## src/rtl/ysyx_22040759_rf_scoreboard_pkg.sv

```systemverilog
// Shared constants and the WB-to-regfile bus layout for the register-file scoreboard.
package ysyx_22040759_rf_scoreboard_pkg;

    localparam int REG_AW          = 5;
    localparam int SB_CNT_W        = 2;
    localparam int INFL_W          = 3;
    localparam int RF_BUS_W        = 70;
    localparam int RF_BUS_WEN      = 69;
    localparam int RF_BUS_WADDR_HI = 68;
    localparam int RF_BUS_WADDR_LO = 64;

    typedef struct packed {
        logic              wen;
        logic [REG_AW-1:0] waddr;
        logic [63:0]       wdata;
    } rf_bus_t;

endpackage

```

## src/rtl/ysyx_22040759_sb_entry.sv

```systemverilog
// One per-register pending-write counter: saturating up/down, with zero/one/max flags.
module ysyx_22040759_sb_entry
    import ysyx_22040759_rf_scoreboard_pkg::*;
#(
    parameter int CNT_W = SB_CNT_W
) (
    input  logic clk,
    input  logic rst,
    input  logic i_inc,
    input  logic i_dec,
    output logic o_is_zero,
    output logic o_is_one,
    output logic o_is_max
);

    logic [CNT_W-1:0] r_cnt;
    logic             w_dec_ok;

    assign o_is_zero = (r_cnt == '0);
    assign o_is_one  = (r_cnt == CNT_W'(1));
    assign o_is_max  = &r_cnt;

    // A retire against an empty counter is an error reported upstream; it must not wrap.
    assign w_dec_ok  = i_dec & ~o_is_zero;

    // NOTE: non-blocking assignment so every counter updates from its pre-edge value.
    always_ff @(posedge clk) begin
        if (rst) begin
            r_cnt <= '0;
        end else begin
            case ({i_inc, w_dec_ok})
                2'b10:   if (!o_is_max) r_cnt <= r_cnt + CNT_W'(1);
                2'b01:   r_cnt <= r_cnt - CNT_W'(1);
                default: r_cnt <= r_cnt;
            endcase
        end
    end

endmodule

```

## src/rtl/ysyx_22040759_rf_scoreboard.sv

```systemverilog
// Register-file write scoreboard: tracks unretired writes per register and gates ID hand-off.
module ysyx_22040759_rf_scoreboard
    import ysyx_22040759_rf_scoreboard_pkg::*;
#(
    parameter int NREG      = 32,
    parameter int CNT_W     = SB_CNT_W,
    parameter int WB_BYPASS = 0
) (
    input  logic                clk,
    input  logic                rst,
    input  logic                ds_valid,
    input  logic [REG_AW-1:0]   ds_rs1,
    input  logic                ds_rs1_ren,
    input  logic [REG_AW-1:0]   ds_rs2,
    input  logic                ds_rs2_ren,
    input  logic [REG_AW-1:0]   ds_rd,
    input  logic                ds_rd_wen,
    input  logic                es_allowin,
    input  logic [RF_BUS_W-1:0] ws_to_rf_bus,
    output logic                ds_ready_go,
    output logic [NREG-1:0]     sb_busy,
    output logic [INFL_W-1:0]   sb_inflight,
    output logic                sb_err
);

    rf_bus_t           w_bus;
    logic              w_retire;
    logic [REG_AW-1:0] w_raddr;
    logic              w_unused_wdata;
    logic              w_issue;
    logic              w_ret_eff;
    logic              w_ret_empty;
    logic              w_hz1;
    logic              w_hz2;
    logic              w_sat;

    logic [NREG-1:0]   w_is_zero;
    logic [NREG-1:0]   w_is_one;
    logic [NREG-1:0]   w_is_max;

    logic [INFL_W-1:0] r_inflight;
    logic              r_err;

    assign w_bus          = ws_to_rf_bus;
    assign w_raddr        = w_bus.waddr;
    assign w_retire       = w_bus.wen & (w_bus.waddr != '0);
    assign w_unused_wdata = ^w_bus.wdata;

    // x0 has no counter: it always reads as empty and can never stall or saturate.
    assign w_is_zero[0] = 1'b1;
    assign w_is_one[0]  = 1'b0;
    assign w_is_max[0]  = 1'b0;

    for (genvar i = 1; i < NREG; i++) begin : g_entry
        ysyx_22040759_sb_entry #(
            .CNT_W     (CNT_W)
        ) u_entry (
            .clk       (clk),
            .rst       (rst),
            .i_inc     (w_issue  && (ds_rd   == REG_AW'(i))),
            .i_dec     (w_retire && (w_raddr == REG_AW'(i))),
            .o_is_zero (w_is_zero[i]),
            .o_is_one  (w_is_one[i]),
            .o_is_max  (w_is_max[i])
        );
    end

    // NOTE: every always_comb output gets a default first, so no path can infer a latch.
    always_comb begin
        w_hz1 = 1'b0;
        w_hz2 = 1'b0;
        w_sat = 1'b0;
        if (ds_rs1_ren && (ds_rs1 != '0) && !w_is_zero[ds_rs1]) begin
            w_hz1 = !((WB_BYPASS != 0) && w_retire && (w_raddr == ds_rs1) && w_is_one[ds_rs1]);
        end
        if (ds_rs2_ren && (ds_rs2 != '0) && !w_is_zero[ds_rs2]) begin
            w_hz2 = !((WB_BYPASS != 0) && w_retire && (w_raddr == ds_rs2) && w_is_one[ds_rs2]);
        end
        // A full counter may still accept a write if the same register retires this cycle.
        if (ds_rd_wen && (ds_rd != '0) && w_is_max[ds_rd]) begin
            w_sat = !(w_retire && (w_raddr == ds_rd));
        end
    end

    assign ds_ready_go = ~(w_hz1 | w_hz2 | w_sat);
    assign w_issue     = ds_valid & ds_ready_go & es_allowin & ds_rd_wen & (ds_rd != '0);

    // Only retires that actually drain a counter move the in-flight total.
    assign w_ret_eff   = w_retire & ~w_is_zero[w_raddr];
    assign w_ret_empty = w_retire &  w_is_zero[w_raddr];

    always_ff @(posedge clk) begin
        if (rst) begin
            r_inflight <= '0;
            r_err      <= 1'b0;
        end else begin
            if (w_issue && !w_ret_eff) begin
                r_inflight <= r_inflight + INFL_W'(1);
            end else if (!w_issue && w_ret_eff) begin
                r_inflight <= r_inflight - INFL_W'(1);
            end
            if (w_ret_empty) begin
                r_err <= 1'b1;
            end
        end
    end

    assign sb_busy     = ~w_is_zero;
    assign sb_inflight = r_inflight;
    assign sb_err      = r_err;

endmodule
```

## config.mk

```make
export PLATFORM = sky130hd
export DESIGN_NAME = ysyx_22040759_rf_scoreboard
export DESIGN_NICKNAME = d
export VERILOG_FILES = /design/src/rtl/ysyx_22040759_rf_scoreboard_pkg.sv /design/src/rtl/ysyx_22040759_sb_entry.sv /design/src/rtl/ysyx_22040759_rf_scoreboard.sv
export SDC_FILE = /design/constraint.sdc
export NUM_CORES = 1
export LEC_CHECK = 0
export CORE_MARGIN = 5
export CORE_UTILIZATION = 50
export DETAILED_ROUTE_END_ITERATION = 10
export PLACE_DENSITY = 0.89
export SYNTH_ARGS = -nofsm -noshare
export SYNTH_HDL_FRONTEND = slang
export SYNTH_HIERARCHICAL = 1
export SYNTH_SLANG_ARGS = --single-unit
```

## constraint.sdc

```tcl
create_clock -name clk -period 4.2 [get_ports clk]
set_clock_uncertainty 0.2 [all_clocks]
set_input_delay 0.84 -clock clk [delete_from_list [all_inputs] [get_ports clk]]
set_output_delay 0.84 -clock clk [all_outputs]
set_load 0.02 [all_outputs]
```

* Yosys cells after proc, flatten, opt, wreduce, memory -nomap -nowiden
Index checks and enable logic that the tools add are counted.
W data, S select, Z words.
** Cells by class
- Bitwise operators :: 74
- Equal/unequal tests :: 156
- Multiplexer cells :: 75
- Reductions and logical operators :: 205
- Add/sub/neg operators :: 64
- $lt $le $gt $ge :: 4
** Operator list (count)
- $eq A5 B5 Y1 const B :: 32
- $pmux W2 S2 :: 31
- $reduce_and A2 Y1 :: 62
- $eq A5 B4 Y1 const B :: 16
- $logic_and A1 B1 Y1 :: 71
- $reduce_bool A2 Y1 :: 32
- $add A2 B1 Y2 const B :: 31
- $eq A2 B1 Y1 const B :: 31
- $eq A2 B2 Y1 const B :: 31
- $logic_not A2 Y1 :: 31
- $mux W2 :: 31
- $ne A2 B2 Y1 const B :: 31
- $sub A2 B1 Y2 const B :: 31
- $eq A5 B3 Y1 const B :: 8
- $and A1 B1 Y1 :: 38
- $not A1 Y1 :: 33
- $not A32 Y32 :: 1
- $lt A5 B6 Y1 const B :: 4
- $bmux W1 S5 :: 4
- $eq A5 B2 Y1 const B :: 4
- $reduce_bool A5 Y1 :: 4
- $eq A5 B1 Y1 const B :: 2
- $mux W1 :: 7
- $mux W3 :: 2
- 5 further kinds :: 10
** Word-level totals
- Bits in registers :: 66
- Word-level logic and storage cells :: 611
- Input port bits :: 92
- Output and inout port bits :: 37

* Depth between registers and ports, before layout
- Word-level depth :: 17
- Depth in mapped cells :: 15
- Depth with buffers taken out :: 14

* Hierarchy
Netlist, hierarchy kept.
** By module, submodules not included
- ysyx_22040759_sb_entry at g_entry[10].u_entry ... :: seq. area each 40.0 µm², times used 29, area an instance 180.2 µm², cells an instance 19
- ysyx_22040759_rf_scoreboard :: seq. area each 80.1 µm², times used 1, area an instance 2233.4 µm², cells an instance 293
- ysyx_22040759_sb_entry at g_entry[8].u_entry ... :: seq. area each 40.0 µm², times used 2, area an instance 190.2 µm², cells an instance 20

* Least setup slack after synthesis
No wires, ideal clock.
- Path kind :: input-to-reg
- From :: in ds_rd[0]
- To :: reg r_inflight[2], in the netlist sb_inflight[2]
- Setup slack :: 0.192 ns
- Buffers on the path :: 2
- Cell stages on the path :: 14
- Data required time :: 3.930 ns
- Arrival :: 3.739 ns
- Library setup time :: 0.070 ns
- Cell sequence :: buf_4 > mux4_2 > mux2_2 > a221oi_1 > a211o_1 > nand2_2 > buf_2 > nor3_1 > ha_1 > inv_1 > fa_1 > xor2_1 > or3_1 > a21oi_1
** On the way
- Word-level cells in the longest chain between the ends :: 13
- Elaborated cells on any way between the ends :: 20
- Classes of those cells :: 1 x eq/ne; 4 x mux; 6 x bitwise; 9 x reduce/logical
** RTL lines
- start: declaration :: RTL line ysyx_22040759_rf_scoreboard.sv:16 : input logic [REG_AW-1:0] ds_rd,
- $bmux W1 S5 (tied with other cells) :: RTL line ysyx_22040759_rf_scoreboard.sv:80 : if (ds_rd_wen && (ds_rd != '0) && w_is_max[ds_rd]) begin
- $mux W1 (implied by the code) (tied with other cells) :: RTL line ysyx_22040759_rf_scoreboard.sv:80
- $logic_and A1 B1 Y1 / $logic_not A1 Y1 (equally long branches) :: RTL line ysyx_22040759_rf_scoreboard.sv:80, ysyx_22040759_rf_scoreboard.sv:81
- $mux W1 :: RTL line ysyx_22040759_rf_scoreboard.sv:80
- $or A1 B1 Y1 :: RTL line ysyx_22040759_rf_scoreboard.sv:85 : assign ds_ready_go = ~(w_hz1 | w_hz2 | w_sat);
- $not A1 Y1 :: RTL line ysyx_22040759_rf_scoreboard.sv:85
- $and A1 B1 Y1 (3 in a row) :: RTL line ysyx_22040759_rf_scoreboard.sv:86 : assign w_issue = ds_valid & ds_ready_go & es_allowin & ds_rd_wen & (ds_rd != '0);
- $and A1 B1 Y1 (*) :: RTL line ysyx_22040759_rf_scoreboard.sv:86
- $logic_not A1 Y1 :: RTL line ysyx_22040759_rf_scoreboard.sv:99 : end else if (!w_issue && w_ret_eff) begin
- $logic_and A1 B1 Y1 :: RTL line ysyx_22040759_rf_scoreboard.sv:99
- $reduce_bool A2 Y1 (no line)
- end signal: assignment :: RTL line ysyx_22040759_rf_scoreboard.sv:98 : r_inflight <= r_inflight + INFL_W'(1);
- end signal: assignment :: RTL line ysyx_22040759_rf_scoreboard.sv:100 : r_inflight <= r_inflight - INFL_W'(1);
- end: declaration :: RTL line ysyx_22040759_rf_scoreboard.sv:41 : logic [INFL_W-1:0] r_inflight;
Mark *: on every way between the ends. The rest lies on a longest branch, timed or not. The select of a mux whose other input is x is not followed.
A chain may end at the register's enable or synchronous reset.

* Worst setup path after layout
- From :: in ds_rd[0]
- To :: out ds_ready_go
** On the way
- Word-level cells in the longest chain between the ends :: 6
- Elaborated cells on any way between the ends :: 11
- Classes of those cells :: 1 x eq/ne; 3 x mux; 2 x bitwise; 5 x reduce/logical
** RTL lines
- $bmux W1 S5 (tied with other cells) :: RTL line ysyx_22040759_rf_scoreboard.sv:80
- $mux W1 (implied by the code) (tied with other cells) :: RTL line ysyx_22040759_rf_scoreboard.sv:80
- $logic_and A1 B1 Y1 / $logic_not A1 Y1 (equally long branches) :: RTL line ysyx_22040759_rf_scoreboard.sv:80, ysyx_22040759_rf_scoreboard.sv:81
- $mux W1 (*) :: RTL line ysyx_22040759_rf_scoreboard.sv:80
- $or A1 B1 Y1 (*) :: RTL line ysyx_22040759_rf_scoreboard.sv:85
- $not A1 Y1 (*) :: RTL line ysyx_22040759_rf_scoreboard.sv:85
- end: declaration :: RTL line ysyx_22040759_rf_scoreboard.sv:20 : output logic ds_ready_go,
Marks and branches as above.

==> results.ini <==
[setup_path]
crit_cells=9
worstSetupEndpointType=primary output
setup.worst_path.start=ds_rd[0]
cp.arrival_ps=3050
path_class=input port to primary output
crit_family=multiplexers
worst-r2r-setup-slack_ps=430
start_kind=input port
path_cells=clkdlybuf4s50_1 > buf_4 > mux4_2 > mux2_2 > a221oi_2 > a211o_1 > nand2_2 > nor2_1 > buf_2
path_max_fanout=3
required_ps=3160
reg2regPathDepth=12
cp_num_buf_inv=3
critPathMaxStageDelay_ps=490
regToRegEndpoint=g_entry[8].u_entry/r_cnt[0]$_SDFFE_PP0P_
r2r_start=g_entry[11].u_entry/r_cnt[0]$_SDFFE_PP0P_
critPathSlowestCell=mux4_2
critPathCapture=ds_ready_go

[drt]
drt_iter0_markers=638
routed_wl_um=21100
first_pass_iters=5
drc=0
dr_total_vias=6901
drt.antenna.violating_nets=0
vias_per_cell=5.82
routedWlPerCell_um=17.8

[clock_network]
cts_tree=done
postCtsSetupRepairBufs=0
numCtsBuffers=9
cts_root_buffer=clkbuf_16
clock_tree.buffer_depth=2
htree_levels=3
path_clk_slew_ps=60
clock-sinks=66
clk_latency_ps=350

[timing]
whs_ps=286
post-route-period-util=0.974
slew_headroom=0.528
rsz0062_at_grt=yes
max_freq_mhz=244
fin_crit_ps=4090
finalSetupViolations=0
slew_viol_final=0
worstMarginPinSlew_ps=707
hold_viol=0

[finish]
finalInstanceArea_um2=9310
antenna_cells=0
nets=1152
synthToLayoutAreaGrowth_pct=25.0
drive_gt1_frac=0.235
layout_common_cells=160 x inv_1, 101 x nor2_1, 97 x buf_4, 77 x mux2i_1, 66 x dfxtp_1
mostFrequentLayoutCell=inv_1
fillCellCount=1082

[floorplan]
core_um2=14600
floorplan.initialDensity=0.511
die_h_um=132
rows=44
io_pins=129
die_x_um=132
dieArea_um2=17400

[worst_hold_path]
hp-class=flop to flop

[pwr]
leakagePower_uw=0.00359
p_total_uw=1940
irDropWorstVdd_v=0.000184
p_per_area_nw_per_um2=208

[flow_run]
maxCapViolCount=0

[global_routing]
first_global_vias=7061
antenna_found_initial=0
grt_max_degree=52
grt_pass1_wl_um=34300
grt-ovfl-total=0
grt.total_usage=0.241

[synth]
synth_cells=853
syn_avg_cell_area_um2=8.73
yosys_warnings=6
synth_nets=1009
syn_area_um2=7450

[placed_design]
place.gp.congestion=0.976
dpl_cell_area_um2=8930
hpwl_um=16100
io_buffers=63

[outcome]
status=finished clean

[where the power goes]
part,switching [uW],total [uW],internal [uW]
sequential,10.5,647,637
clock,312,951,640
combinational,190,340,150
total,512,1940,1430
[worst reg2reg max path, cell delays in order (launching register included)]
cell     delay [ps]
dfxtp_1         330
inv_1            90
ha_1            260
inv_1           130
mux4_2          500
o211a_1         220
o211a_1         300
or4_1           610
nor3_1          250
buf_4           180
nor2b_4         150
mux2i_1         100
mux2_1          330
[final cells by class]
cell class | count | area (um2) | share of cell area
repair buffers | 162 | 1410 | 0.151
well taps | 184 | 230 | 0.0247
multi-input cells | 597 | 5390 | 0.579
inverters | 160 | 601 | 0.0645
flip-flops and latches | 66 | 1320 | 0.142
clock buffers | 9 | 225 | 0.0242
clock inverters | 7 | 141 | 0.0152
[worst min path at each step]
stage / startpoint / endpoint / slack [ps] / depth (start not counted)
2_1_floorplan: g_entry[10].u_entry/r_cnt[1]$_SDFFE_PP0P_ / g_entry[10].u_entry/r_cnt[1]$_SDFFE_PP0P_ / 300 / 2
4_1_cts: sb_err$_SDFFE_PP0P_ / sb_err$_SDFFE_PP0P_ / 290 / 1
3_3_place_gp: sb_err$_SDFFE_PP0P_ / sb_err$_SDFFE_PP0P_ / 270 / 1
3_5_place_dp: sb_err$_SDFFE_PP0P_ / sb_err$_SDFFE_PP0P_ / 280 / 1
6_report: sb_err$_SDFFE_PP0P_ / sb_err$_SDFFE_PP0P_ / 290 / 1
5_1_grt: sb_err$_SDFFE_PP0P_ / sb_err$_SDFFE_PP0P_ / 300 / 1
[sequential cells by signal (all words and copies together) (netlist names)]
register / count
sb_err: 1
sb_inflight: 3
g_entry.u_entry/r_cnt: 62
[per-layer routing]
layer  global-route usage  vias up  share of wire  routed length, um
li1                     -     3229              -                  -
met1                0.274     3266           0.38               8030
met5                    0        -              0                  0
met2                0.407      308           0.48              10100
met3               0.0576       98          0.080               1690
met4                0.147        0          0.060               1260
[stage by stage]
stage,setup TNS (ps),worst slack [ps],instances,utilization
floorplan,0,192,853,-
global placement,-2940,-346,1169,0.612
detailed placement,-4520,-366,1169,0.612
CTS,0,27.5,1185,0.637
global route,0,6.32,1185,0.638
finish,0,109,1185,0.638
[timing repair]
item	4_1_cts	5_1_grt
setup endpoints to repair	1	6
endpoints found under the hold margin	0	0
hold buffers	0	0
resized for setup	4	4
No activity file was read; power rests on OpenSTA's default activity.
